## src/rtl/serial_frame_deserializer.sv

```systemverilog
// serial_frame_deserializer
// Receives start/data/parity/stop frames from a qualified serial bit stream
// (idle-high line). It assembles DATA_W-bit words MSB- or LSB-first, checks
// even parity and the stop bit, and presents good words on a valid/ready
// holding register. Sticky error flags record every dropped word.
//
// Handshake: a word is transferred on any rising clk edge where
// data_valid && data_ready. data_out is held stable while data_valid=1 and
// data_ready=0. A new word may load on the same edge that drains the old one.
//
// dbg_state exposes the FSM state (0=IDLE, 1=DATA, 2=PARITY, 3=STOP).

module serial_frame_deserializer #(
   parameter int DATA_W    = 8,
   parameter bit PARITY_EN = 1'b1
) (
   input  logic              clk,
   input  logic              rst,
   input  logic              bit_en,
   input  logic              si,
   input  logic              lsb_first,
   input  logic              data_ready,
   input  logic              err_clr,
   output logic [DATA_W-1:0] data_out,
   output logic              data_valid,
   output logic              busy,
   output logic              parity_err,
   output logic              frame_err,
   output logic              overrun,
   output logic [1:0]        dbg_state
);

   localparam int CNT_W = (DATA_W > 1) ? $clog2(DATA_W) : 1;
   localparam logic [CNT_W-1:0] LAST_CNT = CNT_W'(DATA_W - 1);

   typedef enum logic [1:0] {
      S_IDLE   = 2'd0,
      S_DATA   = 2'd1,
      S_PARITY = 2'd2,
      S_STOP   = 2'd3
   } state_t;

   state_t            r_state;
   logic [DATA_W-1:0] r_shreg;
   logic [CNT_W-1:0]  r_cnt;
   logic              r_lsb;       // bit order latched at start-bit detect
   logic              r_xor;       // running XOR of the data bits
   logic              r_par_bad;
   logic [DATA_W-1:0] r_data_out;
   logic              r_valid;
   logic              r_perr;
   logic              r_ferr;
   logic              r_ovr;

   // Frame FSM, shift register, holding register and sticky error flags.
   // Error clears are written first so a same-cycle error set overrides them.
   always_ff @(posedge clk) begin
      if (rst) begin
         r_state    <= S_IDLE;
         r_shreg    <= '0;
         r_cnt      <= '0;
         r_lsb      <= 1'b0;
         r_xor      <= 1'b0;
         r_par_bad  <= 1'b0;
         r_data_out <= '0;
         r_valid    <= 1'b0;
         r_perr     <= 1'b0;
         r_ferr     <= 1'b0;
         r_ovr      <= 1'b0;
      end else begin
         if (err_clr) begin
            r_perr <= 1'b0;
            r_ferr <= 1'b0;
            r_ovr  <= 1'b0;
         end
         if (r_valid && data_ready) begin
            r_valid <= 1'b0;
         end
         if (bit_en) begin
            case (r_state)
               S_IDLE: begin
                  if (!si) begin
                     r_state   <= S_DATA;
                     r_lsb     <= lsb_first;
                     r_cnt     <= '0;
                     r_xor     <= 1'b0;
                     r_par_bad <= 1'b0;
                  end
               end
               S_DATA: begin
                  if (r_lsb) begin
                     r_shreg <= {si, r_shreg[DATA_W-1:1]};
                  end else begin
                     r_shreg <= {r_shreg[DATA_W-2:0], si};
                  end
                  r_xor <= r_xor ^ si;
                  r_cnt <= r_cnt + 1'b1;
                  if (r_cnt == LAST_CNT) begin
                     r_state <= PARITY_EN ? S_PARITY : S_STOP;
                  end
               end
               S_PARITY: begin
                  r_par_bad <= r_xor ^ si;
                  r_state   <= S_STOP;
               end
               S_STOP: begin
                  r_state <= S_IDLE;
                  if (!si) begin
                     r_ferr <= 1'b1;
                  end else if (r_par_bad) begin
                     r_perr <= 1'b1;
                  end else if (!r_valid || data_ready) begin
                     r_data_out <= r_shreg;
                     r_valid    <= 1'b1;
                  end else begin
                     r_ovr <= 1'b1;
                  end
               end
               default: r_state <= S_IDLE;
            endcase
         end
      end
   end

   assign data_out   = r_data_out;
   assign data_valid = r_valid;
   assign busy       = (r_state != S_IDLE);
   assign parity_err = r_perr;
   assign frame_err  = r_ferr;
   assign overrun    = r_ovr;
   assign dbg_state  = r_state;

endmodule

```

## config.mk

```make
export PLATFORM = sky130hd
export DESIGN_NAME = serial_frame_deserializer
export DESIGN_NICKNAME = d
export VERILOG_FILES = /design/src/rtl/serial_frame_deserializer.sv
export SDC_FILE = /design/constraint.sdc
export NUM_CORES = 1
export LEC_CHECK = 0
export BUFFER_PORTS_ARGS = -buffer_cell sky130_fd_sc_hd__clkbuf_2
export CAP_MARGIN = 10
export CORE_UTILIZATION = 50
export CTS_CLUSTER_DIAMETER = 100
export DETAILED_ROUTE_END_ITERATION = 16
export MAX_ROUTING_LAYER = met4
export PLACE_DENSITY_LB_ADDON = 0.3
export SETUP_SLACK_MARGIN = 0.05
export SLEW_MARGIN = 25
export SYNTH_ARGS = -nofsm -noshare
export SYNTH_HDL_FRONTEND = slang
export SYNTH_SLANG_ARGS = --single-unit
export TNS_END_PERCENT = 30
```

## constraint.sdc

```tcl
create_clock -name clk -period 2 [get_ports clk]
set_clock_uncertainty 0.1 [all_clocks]
set_input_delay 0.1 -clock clk [delete_from_list [all_inputs] [get_ports clk]]
set_output_delay 0.1 -clock clk [all_outputs]
set_load 0.005 [all_outputs]
```

==> run metrics <==
Post-Syn Area=0.00135 mm^2; routed wire length=2.50 mm; vias per inst=5.46; Final setup violation count=0; combinational share of power=16.2%; largest net degree at the start of global routing=23; Final Hold Fails=0; H-tree depth=1; DRC=0; post_cts resized=0; switching share of power=26.7%; mean post-synth cell area=9.58 um^2; die span in y=54.0 um; worst endpoint data arrival time=1.99 ns; slowest stage delay, CP=0.52 ns; CP top delay family=simple AND/OR/NAND/NOR gates; Final period util=92.7%; setup slack at placement=0.196 ns; Core Area=0.00252 mm^2; vias in the first global route=952; status=completed; fmax=0.539 GHz; antenna violations before repair=0; DRT antenna net count=0; diode count=0; CTS tree=built; overall global routing resource usage=19.9%; Critical-path top delay cell=or4b_1; GPL Wtd Cong=0.805; Leak=0.575 nW; Mapped Cells=141; Nets=176; FF+latch count, synth=28; sequential-to-total area share from yosys stat=41.5%; Final WS setup=0.146 ns; CP Class=register to register; Setup Total Neg Slack=0 ns; CTS Buffer Depth=2; Post-synth EDFFs=0; Worst-Margin Slew=0.485 ns; first-pass GRT wire length=4.17 mm; Synth top area share=41.5%; drt first pass iters=4; Root Driver=clkbuf_4; Row Count=18; total number of vias=1042; NetSw=0.263 mW; Clock Power Share=22.4%; P_int=0.723 mW; post-route minimum period=1.85 ns; nature of the critical path startpoint=register; count of different cell masters after synthesis=35; fillers=235; CP cell instances=inv_1 -> ha_1 -> a21bo_1 -> or4b_1 -> o31ai_1; Synth area leaders=dfxtp_1, mux2i_1, nand2b_1; RSZ-0062 raised after global routing=false; VDD IR-drop max=0.501 mV; Syn. warnings=0; ys async rst share=0%; Post-synth top flop=dfxtp_1; total congestion overflow=0; DP HPWL=1.80 mm; power density over the cells=648 mW/mm^2; Worst-path clk slew=0.14 ns; Final Util=60.3%; worst min-delay path class=input pin to register; area delta synth->final=12.5%; share of cells above drive strength 1=19.3%; Critical Path RT=2.14 ns; cell taking the most area after synthesis=dfxtp_1; Avg WL per Cell=13.1 um; Pins Over Slew Limit=0; total power=0.986 mW; CTS Sinks=28; worst path bufs/invs=1; syn_nets=154; Ports=22; CTS Buf Count=3; die width=54.0 um; Initial Util=53.6%; Sequential Power Share=61.4%; hold slack final=0.0120 ns; PortBufs=21; Clock Latency Late Sink=0.31 ns; Die ar.=0.00291 mm^2; worst rel slew slack=67.6%; drt initial violations=5; max cap viols=0; Worst setup EP type=register; Worst Path Max Fanout=8
-- registers in the layout, indices dropped and copies added, names as in the netlist --
signal and cells:
r_par_bad 1, parity_err 1, data_valid 1, frame_err 1
data_out 8, r_xor 1, dbg_state 2, r_cnt 3
r_lsb 1, r_shreg 8, overrun 1
-- kinds of logic after synthesis --
logic type	Yosys count	synth area share, %
compound gates	28	15.2
fa+ha+maj	6	5.56
buf+inv	13	4.17
flops	28	41.5
mux	16	11.9
simple gates	50	21.8
-- area by class of cell --
| type | instances | area (um^2) | share of cell area, % |
|---|---|---|---|
| tap | 30 | 37.5 | 2.47 |
| clock buffer | 3 | 22.5 | 1.48 |
| timing repair buffer | 26 | 150 | 9.88 |
| inverter | 4 | 15.0 | 0.988 |
| sequential | 28 | 561 | 36.9 |
| multi-input combinational | 100 | 734 | 48.3 |
-- synth_stat cells, drive strengths merged (2+ instances only) --
master	instances
buf	7
nor2b	4
a211oi	8
ha	6
inv	4
dfxtp	28
o31ai	2
a21bo	2
nand2b	22
clkbuf	2
nor2	12
nand2	2
a21oi	7
and2	2
mux2i	16
o2bb2ai	2
-- tightest hold or removal path: stages --
cell and delay, ns:
clkbuf_2 0.13, nand4_1 0.10, a21oi_1 0.06
-- metrics by stage --
stage	std cells	cell area, um^2
6_report	191	1520
3_5_place_dp	185	1470
2_1_floorplan	141	1350
5_1_grt	191	1520
3_3_place_gp	185	1470
4_1_cts	191	1520
-- cell usage in the layout, fill, tap and decap left out, types with 4 or more instances in the layout --
cell type and n:
inv_1 4, a211oi_1 8, nor2_1 12, dfxtp_1 28, nand2b_1 22, ha_1 6
a21oi_1 7, mux2i_1 16, clkbuf_2 21
-- path summary, 6_finish.rpt --
check / from / to / slack, ns / depth (start not counted)
max: dbg_state[0] / dbg_state[1] / 0.15 / 5
min: bit_en / parity_err / 0.01 / 3
max reg2reg: dbg_state[0] / dbg_state[1] / 0.15 / 5
min reg2reg: parity_err / parity_err / 0.37 / 2
-- metal layers --
metal  vias up  share of wire [%]  track usage, %
met3         2                2.5            2.54
met4         0               0.60            5.13
li1        536                  -               -
met5         -                  0               -
met1       487                 46            23.8
met2        17                 50            35.0
-- power by group through the flow --
stage,clock [mW],combinational [mW],sequential (mW)
6_report,0.221,0.160,0.606
3_3_place_gp,0,0.145,0.616
3_5_place_dp,0,0.154,0.618
4_1_cts,0.232,0.159,0.605
2_1_floorplan,0,0.122,0.608
5_1_grt,0.246,0.181,0.609
-- timing repair --
action,in CTS,in global routing
hold endpoints to repair,3,0
buffers inserted,0,0
hold buffers,3,0
Power figures use the tool's default switching activity.
